**config.mk**
```make
export PLATFORM = sky130hd
export DESIGN_NAME = data_bus_bridge
export DESIGN_NICKNAME = d
export VERILOG_FILES = /design/src/rtl/data_bus_bridge_pkg.sv /design/src/rtl/data_bus_watchdog.sv /design/src/rtl/data_bus_bridge.sv
export SDC_FILE = /design/constraint.sdc
export NUM_CORES = 1
export LEC_CHECK = 0
export BUFFER_PORTS_ARGS = -buffer_cell sky130_fd_sc_hd__buf_2
export CAP_MARGIN = 20
export CORE_MARGIN = 3
export CORE_UTILIZATION = 41
export DETAILED_ROUTE_END_ITERATION = 16
export PLACE_DENSITY = 0.75
export SLEW_MARGIN = 0
export SYNTH_ARGS = -nofsm -noshare
export SYNTH_HDL_FRONTEND = slang
export SYNTH_SLANG_ARGS = --single-unit
```
**constraint.sdc**
```tcl
create_clock -name clk -period 2 [get_ports clk]
set_input_delay 0.2 -clock clk [delete_from_list [all_inputs] [get_ports clk]]
set_output_delay 0.2 -clock clk [all_outputs]
set_load 0.02 [all_outputs]
```
**src/rtl/data_bus_bridge_pkg.sv**
```systemverilog
`default_nettype none
// ============================================================================
// Module   : data_bus_bridge_pkg
// Brief    : Shared types and constants for the MEM-stage data bus bridge.
//            Holds the bridge state encoding, the word transfer size, and
//            the memory opcode values used by the MEM-stage units.
// Revision : 1.0  initial release
// ============================================================================
package data_bus_bridge_pkg;

   // Bridge transaction states (3-bit encoding)
   typedef enum logic [2:0] {
      ST_IDLE   = 3'd0,
      ST_REQ    = 3'd1,
      ST_WAIT   = 3'd2,
      ST_DONE   = 3'd3,
      ST_CANCEL = 3'd4
   } bus_state_t;

   // Every bus transfer is a full word; byte lanes are selected by wstrb
   localparam logic [1:0] SIZE_WORD = 2'b10;

   // Memory-access opcodes (primary opcode field)
   localparam logic [5:0] OP_LB  = 6'h20;
   localparam logic [5:0] OP_LH  = 6'h21;
   localparam logic [5:0] OP_LW  = 6'h23;
   localparam logic [5:0] OP_LBU = 6'h24;
   localparam logic [5:0] OP_LHU = 6'h25;
   localparam logic [5:0] OP_SB  = 6'h28;
   localparam logic [5:0] OP_SH  = 6'h29;
   localparam logic [5:0] OP_SW  = 6'h2b;

   // Word-aligned form of a byte address
   function automatic logic [31:0] word_addr(input logic [31:0] addr);
      return {addr[31:2], 2'b00};
   endfunction

endpackage
`default_nettype wire

```
**src/rtl/data_bus_watchdog.sv**
```systemverilog
`default_nettype none
// ============================================================================
// Module   : data_bus_watchdog
// Brief    : Cycle counter that flags a bus transaction running too long.
//            expire is asserted in the enabled cycle in which the count
//            reaches TIMEOUT_CYCLES (counting that cycle).
// Revision : 1.0  initial release
// ============================================================================
module data_bus_watchdog #(
   parameter int TIMEOUT_CYCLES = 255,
   parameter int CNT_W          = 8
) (
   input  logic clk,
   input  logic resetn,
   input  logic clear,
   input  logic enable,
   output logic expire
);

   logic [CNT_W-1:0] r_cnt;

   // Count busy cycles; a new request restarts the count from zero
   always_ff @(posedge clk or negedge resetn) begin
      if (!resetn) begin
         r_cnt <= '0;
      end else if (clear) begin
         r_cnt <= '0;
      end else if (enable) begin
         r_cnt <= r_cnt + 1'b1;
      end
   end

   assign expire = enable && (r_cnt == CNT_W'(TIMEOUT_CYCLES - 1));

endmodule
`default_nettype wire

```
**src/rtl/data_bus_bridge.sv**
```systemverilog
`default_nettype none
// ============================================================================
// Module   : data_bus_bridge
// Brief    : MEM-stage bridge from the byte-lane select unit to the
//            SRAM-like data bus. One transaction per load/store, pipeline
//            stalled until it completes; raw read word returned on mem_rdata.
//            Optional bus watchdog enabled by defining DATA_BUS_TIMEOUT_EN.
// Revision : 1.0  initial release
// ============================================================================
module data_bus_bridge
   import data_bus_bridge_pkg::*;
#(
   parameter int TIMEOUT_CYCLES = 255,
   parameter int CNT_W          = 8
) (
   input  logic        clk,
   input  logic        resetn,
   input  logic        mem_valid,
   input  logic        mem_wen,
   input  logic [3:0]  mem_sel,
   input  logic [31:0] mem_addr,
   input  logic [31:0] mem_wdata,
   input  logic        mem_excpt,
   input  logic        mem_flush,
   input  logic        wb_allowin,
   output logic        mem_stall,
   output logic [31:0] mem_rdata,
   output logic        bus_err,
   output logic        data_req,
   output logic        data_wr,
   output logic [1:0]  data_size,
   output logic [3:0]  data_wstrb,
   output logic [31:0] data_addr,
   output logic [31:0] data_wdata,
   input  logic        data_addr_ok,
   input  logic        data_data_ok,
   input  logic [31:0] data_rdata
);

   // The watchdog counter must be able to represent TIMEOUT_CYCLES
   if ((64'd1 << CNT_W) <= 64'(TIMEOUT_CYCLES)) begin : g_cfg_check
      $error("data_bus_bridge: 2**CNT_W must exceed TIMEOUT_CYCLES");
   end

   bus_state_t  r_state;
   bus_state_t  w_next;

   logic        r_wr;
   logic [3:0]  r_sel;
   logic [31:0] r_addr;
   logic [31:0] r_wdata;
   logic [31:0] r_rdata;

   logic        w_accept;      // MEM holds an access that may go to the bus
   logic        w_capture;     // latch request registers this cycle
   logic        w_load_rdata;  // load data arrives this cycle
   logic        w_timeout;     // watchdog forces completion this cycle
   logic        w_expire;

   assign w_accept = mem_valid & ~mem_excpt & ~mem_flush;

   // Next-state decode; flush in WAIT outranks data_ok, watchdog outranks all
   always_comb begin
      w_next       = r_state;
      w_capture    = 1'b0;
      w_load_rdata = 1'b0;
      w_timeout    = 1'b0;
      case (r_state)
         ST_IDLE: begin
            if (w_accept) begin
               w_capture = 1'b1;
               w_next    = ST_REQ;
            end
         end
         ST_REQ: begin
            if (w_expire) begin
               w_timeout = 1'b1;
               w_next    = ST_DONE;
            end else if (data_addr_ok) begin
               w_next = mem_flush ? ST_CANCEL : ST_WAIT;
            end else if (mem_flush) begin
               w_next = ST_IDLE;
            end
         end
         ST_WAIT: begin
            if (w_expire) begin
               w_timeout = 1'b1;
               w_next    = ST_DONE;
            end else if (mem_flush) begin
               w_next = ST_CANCEL;
            end else if (data_data_ok) begin
               w_load_rdata = ~r_wr;
               w_next       = ST_DONE;
            end
         end
         ST_DONE: begin
            if (wb_allowin | mem_flush) begin
               w_next = ST_IDLE;
            end
         end
         ST_CANCEL: begin
            // The orphaned response retires here; a waiting access may be
            // captured in the same cycle so its request follows immediately.
            if (w_expire) begin
               w_timeout = 1'b1;
               w_next    = ST_DONE;
            end else if (data_data_ok) begin
               if (w_accept) begin
                  w_capture = 1'b1;
                  w_next    = ST_REQ;
               end else begin
                  w_next = ST_IDLE;
               end
            end
         end
         default: begin
            w_next = ST_IDLE;
         end
      endcase
   end

   // Pipeline stall: held while an access is in flight, released on flush
   always_comb begin
      mem_stall = 1'b0;
      case (r_state)
         ST_IDLE:          mem_stall = w_accept;
         ST_REQ, ST_WAIT:  mem_stall = 1'b1;
         ST_CANCEL:        mem_stall = mem_valid;
         default:          mem_stall = 1'b0;
      endcase
      if (mem_flush) begin
         mem_stall = 1'b0;
      end
   end

   // State register
   always_ff @(posedge clk or negedge resetn) begin
      if (!resetn) begin
         r_state <= ST_IDLE;
      end else begin
         r_state <= w_next;
      end
   end

   // Request registers; stable from capture until the next capture
   always_ff @(posedge clk or negedge resetn) begin
      if (!resetn) begin
         r_wr    <= 1'b0;
         r_sel   <= 4'b0000;
         r_addr  <= 32'h0;
         r_wdata <= 32'h0;
      end else if (w_capture) begin
         r_wr    <= mem_wen;
         r_sel   <= mem_sel;
         r_addr  <= word_addr(mem_addr);
         r_wdata <= mem_wdata;
      end
   end

   // Read word register; a watchdog completion returns zero
   always_ff @(posedge clk or negedge resetn) begin
      if (!resetn) begin
         r_rdata <= 32'h0;
      end else if (w_timeout) begin
         r_rdata <= 32'h0;
      end else if (w_load_rdata) begin
         r_rdata <= data_rdata;
      end
   end

`ifdef DATA_BUS_TIMEOUT_EN
   logic r_bus_err;
   logic w_wd_enable;

   assign w_wd_enable = (r_state == ST_REQ) || (r_state == ST_WAIT) ||
                        (r_state == ST_CANCEL);

   data_bus_watchdog #(
      .TIMEOUT_CYCLES (TIMEOUT_CYCLES),
      .CNT_W          (CNT_W)
   ) u_watchdog (
      .clk    (clk),
      .resetn (resetn),
      .clear  (w_capture),
      .enable (w_wd_enable),
      .expire (w_expire)
   );

   // Error flag lives exactly as long as the timed-out DONE state
   always_ff @(posedge clk or negedge resetn) begin
      if (!resetn) begin
         r_bus_err <= 1'b0;
      end else if (w_timeout) begin
         r_bus_err <= 1'b1;
      end else if (w_next != ST_DONE) begin
         r_bus_err <= 1'b0;
      end
   end

   assign bus_err = r_bus_err;
`else
   assign w_expire = 1'b0;
   assign bus_err  = 1'b0;
`endif

   assign data_req   = (r_state == ST_REQ);
   assign data_wr    = r_wr;
   assign data_size  = SIZE_WORD;
   assign data_wstrb = r_sel;
   assign data_addr  = r_addr;
   assign data_wdata = r_wdata;
   assign mem_rdata  = r_rdata;

endmodule
`default_nettype wire

```
==> results of run 1 <==
[layout make-up]
cell class,count,area (µm²),area share (%)
Multi-Input combinational cell,133,1336,24.42
Tap cell,129,161.4,2.950
Clock inverter,6,62.56,1.143
Clock buffer,10,127.6,2.332
Timing Repair Buffer,224,1231,22.50
Sequential cell,102,2552,46.65
[logic make-up after synthesis]
family	count (synthesis)	synth area share, %
AO/OA/AOI/OAI	9	1.502
buffers and inverters	18	3.035
flip-flops	102	63.83
multiplexers	100	28.16
other	2	0.1878
AND/OR/NAND/NOR	19	3.285
[cell usage after synthesis, drive strengths merged (2+ instances only)]
library cell  count  share of area, %
dfrtp           102                64
mux2            100                28
buf              16               2.8
a21oi             4              0.50
nor2              4              0.38
nor2b             4              0.63
clkbuf            2              0.19
conb              2              0.19
nand2b            2              0.31
nand4b            2              0.44
nor3              2              0.25
[what timing repair did]
action	4_1_cts	5_1_grt
endpoints found under the hold margin	41	0
endpoints found under the setup margin	0	0
gates resized for setup	0	0
hold buffers	1	0
[worst max-delay path, stage by stage (launching register included)]
cell	delay [ps]
dfrtp_1	580
nor2b_1	110
o21ai_0	170
a21oi_1	90
o21ba_2	190
buf_2	150
[metrics by stage]
stage	hold WS [ps]	util, %	power [µW]	std cells
finish	60.28	58.38	8763	604
global route	48.72	58.38	9315	604
CTS	38.66	58.38	8894	604
detailed placement	236.3	56.25	7626	587
global placement	225.1	56.25	7464	587
floorplan	-95.59	-	6075	253
[power by group]
part	leakage [µW]	switching [µW]	internal, µW
Combinational	0.00150	2250	1680
Sequential	0.00127	521	3060
Clock	0.000100	678	578
[layer usage]
layer | GRT usage, % | vias to the layer above | part of all wire, %
li1 | - | 1309 | -
met1 | 18.23 | 1387 | 39
met2 | 29.79 | 124 | 53
met3 | 4.509 | 11 | 7.4
met4 | 5.623 | 0 | 1.4
met5 | 0 | - | 0
[sequential cells by signal, indices dropped and copies added, names as in the netlist]
register    flops
data_wdata     32
mem_rdata      32
data_addr      30
data_wstrb      4
r_state         3
data_wr         1
[how the worst max path moves through the flow]
stage / slack (ps) / startpoint / endpoint / cells after the start
after floorplan: 250 / r_state[0]$_DFFE_PN0P_ / mem_stall / 3
after global placement: 140 / mem_flush / data_wdata[9]$_DFFE_PN0P_ / 6
after detailed placement: 100 / mem_flush / data_wdata[8]$_DFFE_PN0P_ / 6
after CTS: 160 / r_state[1]$_DFFE_PN0P_ / mem_stall / 5
after global routing: 40 / r_state[1]$_DFFE_PN0P_ / mem_stall / 5
final: 170 / r_state[1]$_DFFE_PN0P_ / mem_stall / 5
==> impl_metrics.tcl, run 1 <==
set metrics [dict create \
    status "completed" \
    synth_area_per_cell_um2 16.00 \
    grt_max_degree 48 \
    final.period_utilization_pct 91.28 \
    cts_sinks 102 \
    antenna_found_initial 0 \
    cts_tree "built" \
    die_area_um2 10970 \
    postSynth.asyncResetShare_pct 100.0 \
    irDropWorstVdd_uv 686.3 \
    final_cell_area_um2 5472 \
    hp-start "mem_addr[14]" \
    final_cell_mix "206 x buf_2, 102 x dfrtp_1, 70 x mux2_2" \
    placement.cell_area_um2 5271 \
    hold_depth 2 \
    dpl.hpwl_mm 6.982 \
    fp.dieW_um 104.8 \
    clock_latency_ps 350 \
    fin_ws_ps 174.3 \
    cap_viol_max_count 0 \
    grt_pass1_wl_mm 14.36 \
    worst_pin_slew_ps 580.3 \
    slew_violations 0 \
    synth_edf_count 0 \
    ios 215 \
    clock_skew_ps 12.53 \
    avgRoutedWirePerCell_um 14.87 \
    r2r_slack_ps 260 \
    fmax_mhz 547.7 \
    numCtsBuffers 9 \
    setup_viol 0 \
    viasPerCell 4.687 \
    globalplace.congestion 0.7431 \
    holdCritPathClass "input pin to flop" \
    setup_tns_ps 0 \
    core_um2 9371 \
    seq_area_frac_synth_pct 63.83 \
    io_buffers 207 \
    first_pass_iters 4 \
    critPathKind "flop to primary output" \
    ys_ff_latch 102 \
    reg2reg_to "data_wdata[8]$_DFFE_PN0P_" \
    syn_inst 250 \
    fill_cells 815 \
    drc 0 \
    dp_slack_ps 97.33 \
    crit_path_end_kind "primary output" \
    period_needed_ps 1826 \
    rsz0062_at_grt "no" \
    root_buffer "clkbuf_8" \
    crit_fanout 12 \
    first_global_vias 2991 \
    synthToLayoutAreaGrowth_pct 36.83 \
    final_antenna_net_count 0 \
    dr.first_iter.drc_count 88 \
    cts_buffer_depth 2 \
    start_util_pct 42.67 \
    required_ps 1800 \
    synthFlopType "dfrtp_1" \
    path_clk_slew_ps 100 \
    start_kind "flop" \
    p_per_area_nw_per_um2 1602 \
    r2r_cells 4 \
    postCtsSetupBuffers 0 \
    die_h_um 104.8 \
    rr_startpoint "r_state[1]$_DFFE_PN0P_" \
    fin_nets 579 \
    slew-limit-headroom_pct 61.32 \
    synth_area_um2 3999 \
    vias 2831 \
    drive_gt1_share_pct 65.47 \
    p_leak_uw 0.002867 \
    track_usage_pct 16.34 \
    final_common_cell "buf_2" \
    ys_warn_count 0 \
    min_to "data_addr[14]$_DFFE_PN0P_" \
    crit_arrival_ps 1630 \
    final_hold_viol_count 0 \
    cts_max_level 3 \
    n_antenna_cell 0 \
    ys_types 24 \
    grt.overflow.total 0 \
    row_count 35 \
    routed_wl_mm 8.981 \
]
Note: power is estimated with default switching activity, not from simulation.
==> inputs of run 2 (changes only) <==
- MAX_ROUTING_LAYER: default -> met4
- RECOVER_POWER: default -> 50
==> run 2 against run 1 <==
Compared with the run above: via count decreased by 0.46%; clock power about the same; combinational power decreased by 6.6%; global-route usage increased by 0.43 points; non-clock buffer count unchanged; first-iteration DRC count decreased by 25%; routed wire length increased by 0.94%; maximum frequency decreased by 0.15%; final cell count unchanged; clock-buffer cell count unchanged; critical endpoint unchanged; largest power group unchanged.
==> impl_metrics.tcl, run 2 (same netlist as run 1, synthesis figures left out) <==
set metrics [dict create \
    worst_pin_slew_ps 1093 \
    required_ps 1800 \
    hp-start "mem_addr[14]" \
    fin_nets 579 \
    track_usage_pct 16.76 \
    status "completed" \
    p_per_area_nw_per_um2 1600 \
    cts_tree "built" \
    final_hold_viol_count 0 \
    holdCritPathClass "input pin to flop" \
    worstSetupStartpoint "r_state[1]$_DFFE_PN0P_" \
    cts_buffer_depth 2 \
    drc 0 \
    grt.overflow.total 0 \
    min_to "data_addr[14]$_DFFE_PN0P_" \
    slew-limit-headroom_pct 27.17 \
    die_h_um 104.8 \
    fin_util_pct 56.93 \
    grt_pass1_wl_mm 14.35 \
    dr.first_iter.drc_count 66 \
    rr_startpoint "r_state[1]$_DFFE_PN0P_" \
    crit_path_end_kind "primary output" \
    final_common_cell "buf_2" \
    cap_viol_max_count 0 \
    drive_gt1_share_pct 45.26 \
    vias 2818 \
    n_antenna_cell 0 \
    critPathKind "flop to primary output" \
    viasPerCell 4.666 \
    r2r_slack_ps 260 \
    setup_tns_ps 0 \
    reg2reg_to "data_wdata[8]$_DFFE_PN0P_" \
    fp.dieW_um 104.8 \
    crit_arrival_ps 1630 \
    first_global_vias 2990 \
    numCtsBuffers 9 \
    io_buffers 207 \
    antenna_found_initial 0 \
    period_needed_ps 1828 \
    ios 215 \
    fill_cells 880 \
    path_clk_slew_ps 100 \
    cts.repair.resized 0 \
    irDropWorstVdd_uv 670.8 \
    synthToLayoutAreaGrowth_pct 33.42 \
    final.period_utilization_pct 91.42 \
    slew_violations 0 \
    cts_max_level 3 \
    r2r_cells 4 \
    final_antenna_net_count 0 \
    first_pass_iters 4 \
    clock_skew_ps 14.17 \
    clock_latency_ps 350 \
    globalplace.congestion 0.7524 \
    dpl.hpwl_mm 6.982 \
    cts_sinks 102 \
    start_kind "flop" \
    die_area_um2 10970 \
    row_count 35 \
    routed_wl_mm 9.065 \
    crit_fanout 12 \
    root_buffer "clkbuf_8" \
    rsz0062_at_grt "no" \
    hold_depth 2 \
    start_util_pct 42.67 \
    setup_viol 0 \
    final_cell_mix "112 x buf_2, 102 x dfrtp_1, 97 x clkbuf_1" \
    fmax_mhz 546.9 \
    core_um2 9371 \
    p_leak_uw 0.002550 \
    grt_max_degree 48 \
    avgRoutedWirePerCell_um 15.01 \
]
-- run 2: cell count changes in the layout (fill, tap and decap cells not counted), sizes merged --
cell,before,now
buf,223,126
clkbuf,10,107
-- run 2: worst max path at each step --
stage	to	slack [ps]	cells past startpoint
finish	mem_stall	170	5
detailed placement	data_wdata[8]$_DFFE_PN0P_	100	6
global route	mem_stall	40	5
CTS	mem_stall	160	5
global placement	data_wdata[9]$_DFFE_PN0P_	140	6
floorplan	mem_stall	250	3
-- run 2: repair_timing --
item                                   CTS  global route
hold buffers                             1             0
buffers inserted                         0             0
endpoints found under the hold margin   41             0
-- run 2: metal layers --
metal | global-route usage [%] | up-vias | wire length, µm
li1 | - | 1307 | -
met4 | 5.623 | 0 | 133
met5 | - | - | 0
met1 | 18.96 | 1366 | 3653
met2 | 29.79 | 131 | 4731
met3 | 3.212 | 14 | 546
-- run 2: cell type report --
| cell class | count | area, µm² | share of cell area [%] |
|---|---|---|---|
| Sequential cell | 102 | 2552 | 47.84 |
| Clock inverter | 6 | 62.56 | 1.173 |
| Timing Repair Buffer | 224 | 1095 | 20.52 |
| Tap cell | 129 | 161.4 | 3.025 |
| Clock buffer | 10 | 127.6 | 2.392 |
| Multi-Input combinational cell | 133 | 1336 | 25.05 |
-- run 2: report_power, final --
group / internal (µW) / leakage, µW / switching, µW
clock: 578 / 0.000100 / 675
combinational: 1410 / 0.00118 / 2250
sequential: 3060 / 0.00127 / 554
total: 5050 / 0.00255 / 3480
-- run 2: metrics by stage --
step / area (µm²) / hold WS (ps) / power (µW) / cells / setup WS (ps)
after global routing: 5335 / 51.34 / 9086 / 604 / 43.16
after global placement: 5271 / 225.1 / 7464 / 587 / 135.1
final: 5335 / 57.52 / 8534 / 604 / 171.6
after floorplan: 4010 / -95.59 / 6075 / 253 / 249.5
after detailed placement: 5271 / 236.3 / 7626 / 587 / 97.33
after CTS: 5472 / 38.66 / 8894 / 604 / 158.4
-- run 2: worst max-delay path: stages (launching register included) --
cell     delay (ps)
dfrtp_1         580
nor2b_1         110
o21ai_0         170
a21oi_1          90
o21ba_2         190
buf_2           150
==> inputs of run 3 (changes only) <==
- CORE_UTILIZATION: 41 -> 45
- CTS_CLUSTER_SIZE: default -> 40
- PLACE_DENSITY: 0.75 -> 0.81
==> run 3 against run 2 <==
Compared with the run above: sequential cell count is the same; die area shrank 8.4%; global-route usage grew 1.2 points; critical endpoint unchanged; critical path type unchanged.
==> impl_metrics.tcl, run 3 (same netlist as run 1, synthesis figures left out) <==
set metrics [dict create \
    period_needed_ps 1849 \
    crit_fanout 12 \
    final_cell_mix "156 x buf_2, 102 x dfrtp_1, 70 x mux2_2" \
    crit_arrival_ps 1650 \
    irDropWorstVdd_uv 708.7 \
    postCtsSetupBuffers 0 \
    routed_wl_mm 8.917 \
    clock_latency_ps 350 \
    core_um2 8423 \
    grt.overflow.total 0 \
    clock_skew_ps 18.57 \
    start_util_pct 47.47 \
    antenna_found_initial 0 \
    synthToLayoutAreaGrowth_pct 31.04 \
    slew-limit-headroom_pct 9.145 \
    globalplace.congestion 0.7774 \
    p_per_area_nw_per_um2 1635 \
    row_count 33 \
    path_clk_slew_ps 100 \
    crit_path_end_kind "primary output" \
    vias 2783 \
    holdCritPathClass "input pin to flop" \
    cts.repair.resized 0 \
    cap_viol_max_count 0 \
    die_area_um2 10050 \
    worst_pin_slew_ps 1363 \
    required_ps 1800 \
    n_antenna_cell 0 \
    p_leak_uw 0.002612 \
    setup_tns_ps 0 \
    final_hold_viol_count 0 \
    fmax_mhz 540.7 \
    viasPerCell 4.900 \
    slew_violations 0 \
    fp.dieW_um 100.3 \
    cts_tree "built" \
    root_buffer "clkbuf_8" \
    status "completed" \
    setup_viol 0 \
    placedCellCount 551 \
    final_common_cell "buf_2" \
    final.period_utilization_pct 92.47 \
    io_buffers 207 \
    ios 215 \
    die_h_um 100.3 \
    dpl.hpwl_mm 6.762 \
    start_kind "flop" \
    numCtsBuffers 9 \
    fill_cells 702 \
    cts_buffer_depth 2 \
    critPathKind "flop to primary output" \
    rsz0062_at_grt "no" \
    fin_nets 567 \
    drc 0 \
    first_pass_iters 4 \
    avgRoutedWirePerCell_um 15.70 \
    grt_max_degree 103 \
    drive_gt1_share_pct 53.56 \
    grt_pass1_wl_mm 13.96 \
    final_antenna_net_count 0 \
    finalNonFillerCells 568 \
    cts_max_level 3 \
    cts_sinks 102 \
    placement.cell_area_um2 5114 \
    first_global_vias 2942 \
    track_usage_pct 17.99 \
    final_cell_area_um2 5240 \
    dr.first_iter.drc_count 40 \
]
run 3: changes by cell type in the layout (fill, tap and decap cells not counted), sizes merged:
cell	previous run	this run
buf	126	159
clkinv	5	3
clkinvlp	0	1
clkbuf	107	63
run 3: routing by layer:
layer  share of wire (%)  up-vias  GRT usage (%)
li1                    -     1276              -
met1                  38     1364          19.90
met2                  53      132          32.57
met3                 7.9       11          4.587
met4                 1.0        0          4.041
met5                   0        -              -
run 3: final timing paths:
check / from / to / slack, ps / depth (start not counted)
max in group asynchronous: resetn / r_state[2]$_DFFE_PN0P_ / 310 / 3
min in group asynchronous: resetn / data_wdata[0]$_DFFE_PN0P_ / 830 / 3
max: r_state[1]$_DFFE_PN0P_ / mem_stall / 150 / 5
max reg2reg: r_state[0]$_DFFE_PN0P_ / data_wdata[12]$_DFFE_PN0P_ / 220 / 3
min reg2reg: data_wdata[3]$_DFFE_PN0P_ / data_wdata[3]$_DFFE_PN0P_ / 490 / 1
min: mem_wdata[3] / data_wdata[3]$_DFFE_PN0P_ / 60 / 2
run 3: critical path: stages (launching register included):
cell     delay, ps
dfrtp_1        580
nor2b_1        110
o21ai_0        190
a21oi_1         90
o21ba_2        210
buf_2          150
run 3: cell type report:
class,count,area (µm²),area share (%)
Sequential cell,102,2552,48.71
Multi-Input combinational cell,133,1336,25.50
Timing Repair Buffer,212,1028,19.63
Clock buffer,11,131.4,2.507
Tap cell,105,131.4,2.507
Clock inverter,5,60.06,1.146
run 3: power breakdown:
part / switching (µW) / internal, µW
sequential: 541 / 3060
combinational: 2240 / 1470
clock: 675 / 583
total: 3460 / 5110
run 3: what timing repair did:
| item | CTS | global route |
|---|---|---|
| endpoints found under the setup margin | 0 | 0 |
| hold endpoints to repair | 102 | 0 |
| hold buffers | 1 | 0 |
run 3: per-stage QoR:
step           hold slack (ps)  power, µW  worst slack (ps)  utilization (%)
3_3_place_gp             299.3       7355             115.3            60.71
6_report                 56.88       8570             150.6            62.21
4_1_cts                  38.44       8822             133.1            63.10
5_1_grt                  40.83       9092             30.10            62.21
3_5_place_dp             306.9       7554             71.24            60.71
2_1_floorplan           -95.59       6075             249.5                -
